===== src/rtl/sw_cond_pkg.sv =====
// Shared definitions for the switch input conditioner.
//
// Contents:
//   sw_state_e          - per-channel debounce state, 2 bits
//   MIN_STABLE_CYCLES   - smallest legal debounce window
//   DEFAULT_SYNC_STAGES - default synchronizer depth
package sw_cond_pkg;

    typedef enum logic [1:0] {
        STABLE_0 = 2'b00,
        PEND_1   = 2'b01,
        STABLE_1 = 2'b10,
        PEND_0   = 2'b11
    } sw_state_e;

    localparam int unsigned MIN_STABLE_CYCLES   = 2;
    localparam int unsigned DEFAULT_SYNC_STAGES = 2;

endpackage : sw_cond_pkg


===== src/rtl/debounce_channel.sv =====
// One switch channel: synchronizer chain, debounce counter, state machine
// and registered edge pulses.
//
// state    | meaning
// ---------+-----------------------------------------------------------
// STABLE_0 | output low, synchronized input low
// PEND_1   | output low, input high; counting samples toward a rise
// STABLE_1 | output high, synchronized input high
// PEND_0   | output high, input low; counting samples toward a fall
//
// Ports:
//   clk_i   - system clock, rising edge
//   rst_ni  - asynchronous active-low reset
//   sw_i    - raw asynchronous switch input
//   level_o - debounced level
//   rise_o  - one-cycle pulse, first cycle level_o is 1
//   fall_o  - one-cycle pulse, first cycle level_o is 0
module debounce_channel
    import sw_cond_pkg::*;
#(
    parameter int unsigned SYNC_STAGES   = DEFAULT_SYNC_STAGES,
    parameter int unsigned STABLE_CYCLES = 1000000
) (
    input  logic clk_i,
    input  logic rst_ni,
    input  logic sw_i,
    output logic level_o,
    output logic rise_o,
    output logic fall_o
);

    localparam int unsigned CNT_W = $clog2(STABLE_CYCLES);
    localparam logic [CNT_W-1:0] CNT_ONE  = CNT_W'(1);
    localparam logic [CNT_W-1:0] CNT_LAST = CNT_W'(STABLE_CYCLES - 1);

    if (SYNC_STAGES < 2 || SYNC_STAGES > 4) begin : g_bad_sync
        $error("debounce_channel: SYNC_STAGES must be 2..4");
    end
    if (STABLE_CYCLES < MIN_STABLE_CYCLES) begin : g_bad_stable
        $error("debounce_channel: STABLE_CYCLES below minimum");
    end

    logic [SYNC_STAGES-1:0] sync_q;
    logic                   s;

    sw_state_e        state_q, state_d;
    logic [CNT_W-1:0] cnt_q, cnt_d;
    logic             level_q, level_d;
    logic             rise_q, rise_d;
    logic             fall_q, fall_d;

    always_ff @(posedge clk_i or negedge rst_ni) begin
        if (!rst_ni) begin
            sync_q <= '0;
        end else begin
            sync_q <= {sync_q[SYNC_STAGES-2:0], sw_i};
        end
    end

    assign s = sync_q[SYNC_STAGES-1];

    always_ff @(posedge clk_i or negedge rst_ni) begin
        if (!rst_ni) begin
            state_q <= STABLE_0;
            cnt_q   <= '0;
            level_q <= 1'b0;
            rise_q  <= 1'b0;
            fall_q  <= 1'b0;
        end else begin
            state_q <= state_d;
            cnt_q   <= cnt_d;
            level_q <= level_d;
            rise_q  <= rise_d;
            fall_q  <= fall_d;
        end
    end

    // A sample at the old level in a PEND state drops straight back to the
    // stable state with the count cleared, so a bounce never earns credit.
    always_comb begin
        state_d = state_q;
        cnt_d   = cnt_q;
        level_d = level_q;
        rise_d  = 1'b0;
        fall_d  = 1'b0;
        unique case (state_q)
            STABLE_0: begin
                if (s) begin
                    state_d = PEND_1;
                    cnt_d   = CNT_ONE;
                end else begin
                    cnt_d   = '0;
                end
            end
            PEND_1: begin
                if (!s) begin
                    state_d = STABLE_0;
                    cnt_d   = '0;
                end else if (cnt_q == CNT_LAST) begin
                    state_d = STABLE_1;
                    cnt_d   = '0;
                    level_d = 1'b1;
                    rise_d  = 1'b1;
                end else begin
                    cnt_d   = cnt_q + CNT_ONE;
                end
            end
            STABLE_1: begin
                if (!s) begin
                    state_d = PEND_0;
                    cnt_d   = CNT_ONE;
                end else begin
                    cnt_d   = '0;
                end
            end
            PEND_0: begin
                if (s) begin
                    state_d = STABLE_1;
                    cnt_d   = '0;
                end else if (cnt_q == CNT_LAST) begin
                    state_d = STABLE_0;
                    cnt_d   = '0;
                    level_d = 1'b0;
                    fall_d  = 1'b1;
                end else begin
                    cnt_d   = cnt_q + CNT_ONE;
                end
            end
            default: begin
                state_d = STABLE_0;
                cnt_d   = '0;
                level_d = 1'b0;
            end
        endcase
    end

    assign level_o = level_q;
    assign rise_o  = rise_q;
    assign fall_o  = fall_q;

endmodule : debounce_channel


===== src/rtl/switch_input_conditioner.sv =====
// Two independent switch/button conditioners producing clean levels for the
// gate inputs plus single-cycle rise/fall pulses.
//
// Ports:
//   i_clk    - system clock, rising edge
//   i_rst_n  - asynchronous active-low reset
//   i_sw_0/1 - raw asynchronous switch inputs
//   o_0/1    - debounced levels
//   o_rise_x - one-cycle pulse when o_x goes 0->1
//   o_fall_x - one-cycle pulse when o_x goes 1->0
module switch_input_conditioner
    import sw_cond_pkg::*;
#(
    parameter int unsigned SYNC_STAGES   = DEFAULT_SYNC_STAGES,
    parameter int unsigned STABLE_CYCLES = 1000000
) (
    input  logic i_clk,
    input  logic i_rst_n,
    input  logic i_sw_0,
    input  logic i_sw_1,
    output logic o_0,
    output logic o_1,
    output logic o_rise_0,
    output logic o_fall_0,
    output logic o_rise_1,
    output logic o_fall_1
);

    debounce_channel #(
        .SYNC_STAGES  (SYNC_STAGES),
        .STABLE_CYCLES(STABLE_CYCLES)
    ) u_ch0 (
        .clk_i  (i_clk),
        .rst_ni (i_rst_n),
        .sw_i   (i_sw_0),
        .level_o(o_0),
        .rise_o (o_rise_0),
        .fall_o (o_fall_0)
    );

    debounce_channel #(
        .SYNC_STAGES  (SYNC_STAGES),
        .STABLE_CYCLES(STABLE_CYCLES)
    ) u_ch1 (
        .clk_i  (i_clk),
        .rst_ni (i_rst_n),
        .sw_i   (i_sw_1),
        .level_o(o_1),
        .rise_o (o_rise_1),
        .fall_o (o_fall_1)
    );

endmodule : switch_input_conditioner

===== config.mk =====
export PLATFORM = sky130hd
export DESIGN_NAME = switch_input_conditioner
export DESIGN_NICKNAME = d
export VERILOG_FILES = /design/src/rtl/sw_cond_pkg.sv /design/src/rtl/debounce_channel.sv /design/src/rtl/switch_input_conditioner.sv
export SDC_FILE = /design/constraint.sdc
export NUM_CORES = 1
export LEC_CHECK = 0
export ABC_CLOCK_PERIOD_IN_PS = 2800
export CORE_ASPECT_RATIO = 0.5
export CORE_UTILIZATION = 60
export DETAILED_ROUTE_END_ITERATION = 12
export PLACE_DENSITY_LB_ADDON = 0.15
export SETUP_SLACK_MARGIN = 0.4
export SLEW_MARGIN = 15
export SYNTH_ARGS = -nofsm -noshare
export SYNTH_HDL_FRONTEND = slang
export SYNTH_SLANG_ARGS = --single-unit

===== constraint.sdc =====
create_clock -name i_clk -period 2.8 [get_ports i_clk]
set_clock_uncertainty 0.15 [all_clocks]
set_input_delay 0.42 -clock i_clk [delete_from_list [all_inputs] [get_ports i_clk]]
set_output_delay 0.42 -clock i_clk [all_outputs]
set_load 0.01 [all_outputs]

; After elaboration in Yosys (flattened, before gate mapping)
; Index checks and enable logic that the tools add are counted.
[word_totals]
ff_bits = 54
in_bits = 4
output_inout_bits = 6
elab_cells = 92
[classes]
add_sub_neg = 2
n_eq_ne = 24
muxes = 46
n_reduce_logical = 8
[ops]
columns = operator, count
row1 = one-hot mux 20 bit (4 select lines), 2
row2 = two-way mux 20 bit, 6
row3 = adder 20 x 1 -> 20 bit (second input constant), 2
row4 = == test 20 bit (second input constant), 2
row5 = two-way mux 2 bit, 12
row6 = two-way mux 1 bit, 22
row7 = inequality test 2 x 1 -> 1 bit (second input constant), 8
row8 = one-hot mux 2 bit (4 select lines), 2
row9 = AND reduction 5 bit, 2
row10 = == test 2 bit (second input constant), 4
row11 = inequality test 2 bit (second input constant), 4
row12 = AND reduction 4 bit, 2
row13 = inequality test 3 x 1 -> 1 bit (second input constant), 2
row14 = inequality test 3 bit (second input constant), 2
row15 = == test 2 x 1 -> 1 bit (second input constant), 2
row16 = logical NOT 2 bit, 2
row17 = one-hot mux 1 bit (2 select lines), 2
row18 = nonzero test 2 bit, 2

; Logic depth before layout (Yosys ltp)
; Gate-level depths: netlist (run 1).
[depth]
word_depth = 4
depth_mapped = 7
mapped_depth_nobuf = 5

; Hierarchy
; From an unflattened synthesis (run 1), not the netlist that was laid out.
[hier_totals]
hier_cells = 250
hier_area_um2 = 2600.0
[modules_own_cells]
columns = mod, instances, cells_each, area_each_um2, seq_area_each_um2
row1 = debounce_channel (u_ch1), 1, 129, 1323.8, 675.6
row2 = debounce_channel (u_ch0), 1, 121, 1276.2, 675.6

; Worst setup path before layout (run 1)
; OpenSTA, ideal clock, no wires.
[synth_timing]
kind = register -> register
from = reg u_ch1.cnt_q[12]
to = reg u_ch1.level_q, in the netlist u_ch1.level_o
setup_ns = 0.124
t_arrival_ns = 1.928
t_required_ns = 2.526
setup_slack_ns = 0.598
stages_incl_launch_ff = 5
n_path_buf = 0
period_less_slack_ns = 2.202
path_cell_list = dfrtp_1 -> or4b_1 -> or4_1 -> or2_2 -> a211o_1
[synth_via]
elab_chain_len = 3
word_cells_on_any_way = 4
cone_classes = eq/ne (3) / reduce/logical (1)
[synth_lines]
columns = element, line_no
row1 = start: declaration, debounce_channel.sv:47  ; logic [CNT_W-1:0] cnt_q, cnt_d;
row2 = start signal: assignment, debounce_channel.sv:71  ; cnt_q <= cnt_d;
row3 = == test 20 bit *, "debounce_channel.sv:99, debounce_channel.sv:120"
row4 = inequality test 2 x 1 -> 1 bit (no source line), n/a
row5 = AND reduction 5 bit (no source line) *, n/a
row6 = end signal: assignment, debounce_channel.sv:72  ; level_q <= level_d;
row7 = end: declaration, debounce_channel.sv:48  ; logic level_q, level_d;
; Mark *: on every way between the ends. The rest lies on a longest branch, timed or not.
; A chain may end at the register's enable or synchronous reset.

; Final worst setup path (run 1)
; Ends and elaborated chain as after synthesis.

==> results of run 1 <==
==> worst paths after layout <==
check	from	depth (start not counted)	endpoint	slack (ns)
min in group asynchronous	i_rst_n	2	u_ch0.cnt_q[15]	0.42
max reg2reg	u_ch1.cnt_q[12]	4	u_ch1.level_o	0.47
min	u_ch0.sync_q[0]	0	u_ch0.sync_q[1]	0.21
max	u_ch1.cnt_q[12]	4	u_ch1.level_o	0.47
max in group asynchronous	i_rst_n	3	u_ch1.cnt_q[13]	1.47
min reg2reg	u_ch0.sync_q[0]	0	u_ch0.sync_q[1]	0.21
==> cell usage in the layout (no fill, tap or decap), types with 2 or more instances in the layout <==
master,instances
nor2_1,26
ha_1,2
or4_4,2
nand3_1,15
or3_1,10
a21oi_1,14
nand4_1,6
clkdlybuf4s50_1,8
nor4b_1,3
dfrtp_1,54
o21ai_0,11
xor2_1,7
nand2_1,13
buf_4,6
xnor2_1,16
and3_1,4
a21o_1,2
nor3_1,8
clkbuf_8,5
or2_2,2
nor4_1,6
or4_1,7
inv_1,13
and2_1,2
o31ai_1,6
==> through the flow <==
step | power [mW] | cells | worst slack [ns] | utilization, %
final | 1.28 | 323 | 0.473 | 70.2
after global routing | 1.33 | 323 | 0.401 | 70.2
after CTS | 1.29 | 323 | 0.444 | 70.1
after detailed placement | 0.861 | 314 | 0.481 | 67.6
after global placement | 0.858 | 314 | 0.528 | 67.6
after floorplan | 0.832 | 253 | 0.598 | -
==> power groups by stage <==
stage / registers, mW / clock network (mW) / logic, mW
floorplan: 0.811 / 0 / 0.0212
global placement: 0.812 / 0 / 0.0467
detailed placement: 0.813 / 0 / 0.0483
CTS: 0.797 / 0.443 / 0.0494
global route: 0.799 / 0.474 / 0.0564
finish: 0.797 / 0.431 / 0.0487
==> worst register-to-register path, stage by stage, from the launching register on <==
cell and delay, ns:
dfrtp_1 0.42, or4b_1 0.52, or4_1 0.48, or2_2 0.36, a211o_1 0.29
==> state kept, by name, indices dropped and copies added (netlist names), named ones only <==
| register | count |
|---|---|
| u_ch0.cnt_q | 20 |
| u_ch0.fall_o | 1 |
| u_ch0.level_o | 1 |
| u_ch0.rise_o | 1 |
| u_ch0.state_q | 1 |
| u_ch0.sync_q | 2 |
| u_ch1.cnt_q | 20 |
| u_ch1.fall_o | 1 |
| u_ch1.level_o | 1 |
| u_ch1.rise_o | 1 |
| u_ch1.state_q | 1 |
| u_ch1.sync_q | 2 |
==> layer usage <==
metal  up-vias  wire (microns)  GRT usage, %  part of all wire [%]
li1        933               -             -                     -
met1       909            2190          27.4                    47
met2        33            2230          40.3                    48
met3         7             158          5.71                   3.4
met4         0              54          9.54                   1.2
met5         -               0             0                     0
==> cell families (layout without fill, tap and decap cells) <==
kind of cell	count (synthesis)	count (layout)	synth area share (%)
AO/OA/AOI/OAI	41	41	9.80
XOR/XNOR	23	23	7.93
adder cells (fa/ha/maj)	2	2	0.985
buffers and inverters	21	37	3.65
flip-flops	54	54	53.2
multiplexers	1	1	0.394
AND/OR/NAND/NOR	111	111	24.0
==> repair_timing <==
| item | 4_1_cts | 5_1_grt |
|---|---|---|
| setup buffers | 0 | 0 |
| hold buffers | 1 | 0 |
| hold endpoints to repair | 19 | 0 |
| resized for setup | 0 | 1 |
| setup endpoints to repair | 0 | 2 |
==> final cells by class <==
cell class,instances,share of cell area (%)
Tap cell,54,2.42
Inverter,13,1.74
Timing Repair Buffer,16,5.01
Sequential cell,54,48.3
Clock buffer,5,2.46
Multi-Input combinational cell,178,39.3
Clock inverter,3,0.760
==> flow_summary.json, run 1 <==
{
  "outcome": "complete, no violations",
  "core_sq_mm": 0.00398,
  "p_switching_mw": 0.296,
  "hp-class": "reg2reg",
  "routed_via_density": 5.83,
  "fin_area_sq_mm": 0.00280,
  "drv_cap": 0,
  "combPwrFrac_pct": 3.8,
  "layout_min_cycle_time_ns": 2.33,
  "drtAntennaViolNets": 0,
  "rows": 16,
  "p_per_area_mw_per_mm2": 456,
  "hold_violations": 0,
  "p_int_mw": 0.981,
  "slowest_stage": "or4b_1",
  "synthFlopType": "dfrtp_1",
  "die_y_microns": 48.0,
  "crit_chain": "or4b_1 -> or4_1 -> or2_2 -> a211o_1",
  "avgRoutedWirePerCell_microns": 14.3,
  "cp_max_fo": 4,
  "initialDrtViolationCount": 57,
  "via_count": 1882,
  "crit_family": "simple AND/OR/NAND/NOR gates",
  "fmax_ghz": 0.430,
  "clockBufferDepth": 2,
  "die_w_microns": 94.0,
  "p_leak_nw": 1.07,
  "grt_pass1_wl_microns": 7480,
  "diodes": 0,
  "yosysMostFrequentCell": "dfrtp_1",
  "n_fill_cell": 304,
  "drv_slew": 0,
  "syn_nets": 259,
  "synth_top_area_share_pct": 53.2,
  "io_pins": 10,
  "path_buf_inv": 0,
  "syn_inst": 253,
  "seq_area_sq_mm": 0.00135,
  "endpoint_kind": "flip-flop",
  "irDropWorstVdd_mv": 0.230,
  "syn_to_final_growth_pct": 10.1,
  "ys_warn_count": 0,
  "tightest_slew_ns": 0.451,
  "ys_async_sr_fraction_pct": 100,
  "required_ns": 2.85,
  "synth_cell_types": 41,
  "crit_path_max_incr_delay_ns": 0.52,
  "cts_tree": "built",
  "cp.arrival_ns": 2.38,
  "rsz0062_at_grt": "false",
  "initial_core_util_pct": 63.8,
  "dp_hpwl_microns": 3240,
  "yosysTopAreaCell": "dfrtp_1",
  "multi_input_area_sq_mm": 0.00110,
  "overflow": 0,
  "cts_made_buffers": 5,
  "drc": 0,
  "synth_area_leaders": "dfrtp_1 53%, xnor2_1 5.5%, nor2_1 3.8%",
  "gp_congestion": 0.834,
  "fin_nets": 274,
  "hold_ws_ns": 0.212,
  "antenna_found_initial": 0,
  "power.share.switching_pct": 23.2,
  "cts_num_sinks": 54,
  "start_kind": "flip-flop",
  "synth-seq-cells": 54,
  "path_class": "reg2reg",
  "port_buffers": 9,
  "root_buffer": "clkbuf_8",
  "synth_seq_area_share_pct": 53.2,
  "drive_above_1_share_pct": 7.81,
  "grt_pass1_vias": 1667,
  "slew_headroom_pct": 69.5,
  "clk_latency_ns": 0.31,
  "pwr-share-clk_pct": 33.8,
  "die-area_sq_mm": 0.00451,
  "grt_max_degree": 22,
  "htree_levels": 2,
  "wl_microns": 4630,
  "netlist_area_sq_mm": 0.00254,
  "placed_cell_area_sq_mm": 0.00269,
  "drtPass1Iterations": 5,
  "fin_crit_sh_pct": 83.1,
  "synth_top_cells_by_count": "54 x dfrtp_1, 26 x nor2_1, 16 x xnor2_1",
  "synth_edf_count": 0,
  "syn_area_per_cell_sq_um": 10.0,
  "finalSetupViolations": 0,
  "gr-usage-all-layers_pct": 22.6,
  "fin_setup_tns_ns": 0,
  "path_clk_slew_ns": 0.09,
  "seqPwrFrac_pct": 62.4
}
(Power assumes the default switching activity.)
==> run 2, diff against run 1 <==
ABC_CLOCK_PERIOD_IN_PS = 1950   (was 2800)
CORE_UTILIZATION = 54   (was 60)
clock period = 1.95 ns   (was 2.8 ns; I/O delays follow)
==> run 2 against run 1 <==
Compared with the run above: the flow now finishes with violations (negative setup slack); total power is 61% higher; global-route usage is 6.9 points higher; sequential power is 44% higher; register-to-register slack worse by 0.67 ns; utilization is 14 points higher; largest cell class is now multi-input gates.
==> flow_summary.json, run 2 (synthesis gave the netlist of run 1 again) <==
{
  "cp.arrival_ns": 2.19,
  "endpoint_kind": "flip-flop",
  "grt_max_degree": 55,
  "p_leak_nw": 1.48,
  "die_w_microns": 99.0,
  "drive_above_1_share_pct": 44.0,
  "drtAntennaViolNets": 0,
  "cp_max_fo": 11,
  "slowest_stage": "or4b_1",
  "gp_congestion": 0.782,
  "layout_commonest_cell": "buf_4",
  "gr-usage-all-layers_pct": 29.5,
  "htree_levels": 2,
  "syn_to_final_growth_pct": 47.4,
  "rows": 17,
  "clockBufferDepth": 2,
  "dp_cells": 342,
  "finalSetupViolations": 24,
  "slew_headroom_pct": 67.5,
  "overflow": 0,
  "hp-class": "reg2reg",
  "fin_area_sq_mm": 0.00374,
  "violations": "negative setup slack",
  "irDropWorstVdd_mv": 0.304,
  "drtPass1Iterations": 4,
  "layout_min_cycle_time_ns": 2.14,
  "final_util_pct": 83.8,
  "antenna_found_initial": 0,
  "clk_latency_ns": 0.32,
  "crit_family": "simple AND/OR/NAND/NOR gates",
  "initial_core_util_pct": 56.9,
  "seq_area_sq_mm": 0.00136,
  "cts_num_sinks": 54,
  "tightest_slew_ns": 0.483,
  "path_class": "reg2reg",
  "root_buffer": "clkbuf_8",
  "fin_nets": 330,
  "avgRoutedWirePerCell_microns": 19.2,
  "routed_via_density": 6.02,
  "cts_made_buffers": 5,
  "drv_cap": 0,
  "path_buf_inv": 1,
  "crit_path_max_incr_delay_ns": 0.52,
  "port_buffers": 9,
  "grt_pass1_wl_microns": 11200,
  "crit_chain": "or4b_1 -> or4_4 -> o211ai_1 -> buf_4 -> nor2_1",
  "diodes": 0,
  "grt_pass1_vias": 2365,
  "path_clk_slew_ns": 0.09,
  "fmax_ghz": 0.467,
  "fin_crit_sh_pct": 110,
  "required_ns": 2.00,
  "io_pins": 10,
  "placed_cell_area_sq_mm": 0.00301,
  "dp_hpwl_microns": 3530,
  "top_regs": "u_ch0.cnt_q: 20 flops, u_ch1.cnt_q: 20 flops",
  "p_per_area_mw_per_mm2": 550,
  "wl_microns": 7320,
  "die-area_sq_mm": 0.00500,
  "timing.final.ws_setup_ns": -0.193,
  "drv_slew": 0,
  "multi_input_area_sq_mm": 0.00148,
  "hold_ws_ns": 0.212,
  "die_y_microns": 50.5,
  "start_kind": "flip-flop",
  "cts_tree": "built",
  "fin_cells": 382,
  "initialDrtViolationCount": 112,
  "hold_violations": 0,
  "n_fill_cell": 222,
  "drc": 0,
  "layout_common_cells": "47 x buf_4, 46 x dfrtp_1, 15 x xnor2_1, 14 x nor2_1",
  "outcome": "complete, but fails checks",
  "via_count": 2301,
  "rsz0062_at_grt": "true",
  "core_sq_mm": 0.00447
}
## run 2: area by class of cell
type | instances | share of cell area [%]
flip-flops and latches | 54 | 36.4
inverters | 13 | 1.30
well taps | 57 | 1.91
repair buffers | 72 | 18.0
clock buffers | 5 | 1.84
multi-input cells | 178 | 39.5
clock inverters | 3 | 1.07
## run 2: power breakdown
part | internal [mW] | leakage [nW] | total, mW | switching, mW
clock network | 0.379 | 0.0579 | 0.760 | 0.381
registers | 1.13 | 0.723 | 1.15 | 0.0153
logic | 0.0712 | 0.700 | 0.152 | 0.0813
total | 1.58 | 1.48 | 2.06 | 0.478
## run 2: repair_timing
item	in CTS	in global routing
setup endpoints to repair	55	49
hold buffers	1	0
cloned	3	0
pin swaps	13	12
gates resized for setup	59	29
setup buffers	17	11
hold endpoints to repair	54	0
## run 2: final timing paths
kind | slack (ns) | to | startpoint | depth (start not counted)
setup / recovery | -0.19 | u_ch1.cnt_q[11] | u_ch1.cnt_q[12] | 5
hold / removal | 0.21 | u_ch1.sync_q[1] | u_ch1.sync_q[0] | 0
setup reg to reg | -0.19 | u_ch1.cnt_q[11] | u_ch1.cnt_q[12] | 5
hold reg to reg | 0.21 | u_ch1.sync_q[1] | u_ch1.sync_q[0] | 0
max in group asynchronous | 1.04 | u_ch0.cnt_q[8] | i_rst_n | 3
min in group asynchronous | 0.35 | u_ch0.cnt_q[12] | i_rst_n | 3
## run 2: metal layers
metal	GRT usage, %	vias up	routed length, microns
li1	-	1050	-
met1	36.8	1158	3120
met2	50.9	73	3640
met3	6.41	20	386
met4	11.4	0	178
met5	0	-	0
## run 2: through the flow
stage,total power [mW],TNS [ns],worst slack [ns]
after CTS,2.05,-3.50,-0.201
after global routing,2.14,-4.81,-0.244
after detailed placement,1.26,-2.79,-0.223
after global placement,1.25,-2.36,-0.142
after floorplan,1.20,-1.61,-0.158
final,2.06,-3.29,-0.193
==> run 3, diff against run 2 <==
GPL_TIMING_DRIVEN = 0   (was unset)
REMOVE_ABC_BUFFERS = 1   (was unset)
==> run 3 against run 2 <==
Compared with the run above: the run still ends with negative setup slack left; sequential power barely moved; critical path depth rose by 1; via count did not move; clock power fell by 0.9%; largest cell class unchanged; worst hold slack improved by 0.0010 ns; routed wire length fell by 4.6%; global-route usage fell by 0.43 points.
==> flow_summary.json, run 3 (synthesis gave the netlist of run 1 again) <==
{
  "outcome": "complete, but fails checks",
  "violations": "negative setup slack",
  "fin_setup_tns_ns": -4.57,
  "dp_hpwl_microns": 3100,
  "fin_nets": 322,
  "via_count": 2301,
  "die_y_microns": 50.5,
  "fmax_ghz": 0.459,
  "fin_crit_sh_pct": 112,
  "rows": 17,
  "timing.final.ws_setup_ns": -0.227,
  "finalSetupViolations": 24,
  "grt_pass1_vias": 2253,
  "syn_to_final_growth_pct": 44.0,
  "diodes": 0,
  "die_w_microns": 99.0,
  "hp-class": "reg2reg",
  "hold_ws_ns": 0.213,
  "port_buffers": 9,
  "slew_headroom_pct": 67.9,
  "die-area_sq_mm": 0.00500,
  "irDropWorstVdd_mv": 0.409,
  "overflow": 0,
  "avgRoutedWirePerCell_microns": 18.7,
  "cts_num_sinks": 54,
  "rsz0062_at_grt": "true",
  "cts_tree": "built",
  "layout_common_cells": "47 x dfrtp_1, 37 x buf_4, 15 x xnor2_1, 13 x inv_1, 13 x buf_6",
  "n_fill_cell": 236,
  "fin_area_sq_mm": 0.00366,
  "cp.arrival_ns": 2.23,
  "layout_min_cycle_time_ns": 2.18,
  "drtAntennaViolNets": 0,
  "p_leak_nw": 1.45,
  "p_per_area_mw_per_mm2": 554,
  "clockBufferDepth": 2,
  "root_buffer": "clkbuf_8",
  "initial_core_util_pct": 56.9,
  "placed_cell_area_sq_mm": 0.00268,
  "path_class": "reg2reg",
  "routed_via_density": 6.15,
  "io_pins": 10,
  "initialDrtViolationCount": 148,
  "antenna_found_initial": 0,
  "drc": 0,
  "start_kind": "flip-flop",
  "gp_congestion": 0.755,
  "r2r_setup_slack_ns": -0.23,
  "drive_above_1_share_pct": 42.0,
  "grt_max_degree": 36,
  "core_sq_mm": 0.00447,
  "wl_microns": 6980,
  "path_clk_slew_ns": 0.09,
  "cp_max_fo": 5,
  "endpoint_kind": "flip-flop",
  "hold_violations": 0,
  "drtPass1Iterations": 4,
  "top_regs": "u_ch0.cnt_q: 20 flops, u_ch1.cnt_q: 20 flops",
  "htree_levels": 2,
  "cts_made_buffers": 5,
  "gr-usage-all-layers_pct": 29.0,
  "grt_pass1_wl_microns": 10900,
  "tightest_slew_ns": 0.482,
  "drv_slew": 0,
  "required_ns": 2.00,
  "layout_commonest_cell": "dfrtp_1",
  "clk_latency_ns": 0.31,
  "drv_cap": 0
}
==> run 3: changes by cell type in the layout (fill, tap and decap cells not counted), sizes merged <==
| cell | previous run | this run |
|---|---|---|
| a21o | 2 | 5 |
| buf | 63 | 52 |
| clkbuf | 5 | 6 |
| clkinv | 2 | 0 |
| clkinvlp | 0 | 1 |
==> run 3: area by class of cell <==
| type | instances | area (sq um) | share of cell area [%] |
|---|---|---|---|
| Multi-Input combinational cell | 181 | 1540 | 42.0 |
| Sequential cell | 54 | 1360 | 37.2 |
| Timing Repair Buffer | 61 | 532 | 14.5 |
| Clock buffer | 6 | 72.6 | 1.98 |
| Tap cell | 57 | 71.3 | 1.95 |
| Inverter | 13 | 48.8 | 1.33 |
| Clock inverter | 2 | 37.5 | 1.03 |
==> run 3: critical path, stage by stage, from the launching register on <==
cell and delay [ns]:
dfrtp_1 0.39, or4b_1 0.51, or4_4 0.45, o211ai_1 0.22
buf_4 0.17, buf_6 0.13, nor2_2 0.04
==> run 3: final timing paths <==
check	start	endpoint	cells after the start
worst max-delay path	u_ch1.cnt_q[12]	u_ch1.cnt_q[4]	6
max in group asynchronous	i_rst_n	u_ch1.cnt_q[6]	3
worst min-delay path	u_ch1.sync_q[0]	u_ch1.sync_q[1]	0
worst min register to register	u_ch1.sync_q[0]	u_ch1.sync_q[1]	0
worst max register to register	u_ch1.cnt_q[12]	u_ch1.cnt_q[4]	6
min in group asynchronous	i_rst_n	u_ch0.cnt_q[15]	2
==> run 3: layer usage <==
metal,GRT usage (%),routed length (microns),part of all wire (%)
met1,35.6,2940,42
met3,6.41,437,6.3
met2,50.5,3440,49
met4,12.4,165,2.4
met5,0,0,0
==> run 3: where the power goes <==
| part | switching (mW) | total [mW] | internal, mW |
|---|---|---|---|
| registers | 0.0145 | 1.15 | 1.13 |
| logic | 0.0746 | 0.129 | 0.0545 |
| clock network | 0.369 | 0.753 | 0.384 |
==> run 3: stage by stage <==
| stage | setup WS, ns | util [%] | power (mW) | cells |
|---|---|---|---|---|
| 3_5_place_dp | -0.758 | 60.0 | 1.24 | 313 |
| 4_1_cts | -0.216 | 77.0 | 2.02 | 366 |
| 3_3_place_gp | -1.13 | 59.5 | 1.23 | 311 |
| 2_1_floorplan | -0.662 | - | 1.19 | 245 |
| 6_report | -0.227 | 81.9 | 2.03 | 374 |
| 5_1_grt | -0.304 | 81.9 | 2.11 | 374 |
==> run 3: timing repair <==
item                                   CTS  global route
setup buffers                           40             8
endpoints found under the hold margin   19             0
resized for setup                       75            41
hold buffers                             1             0
pin swaps                               24            19
cloned                                   4             0
setup endpoints to repair               55            49
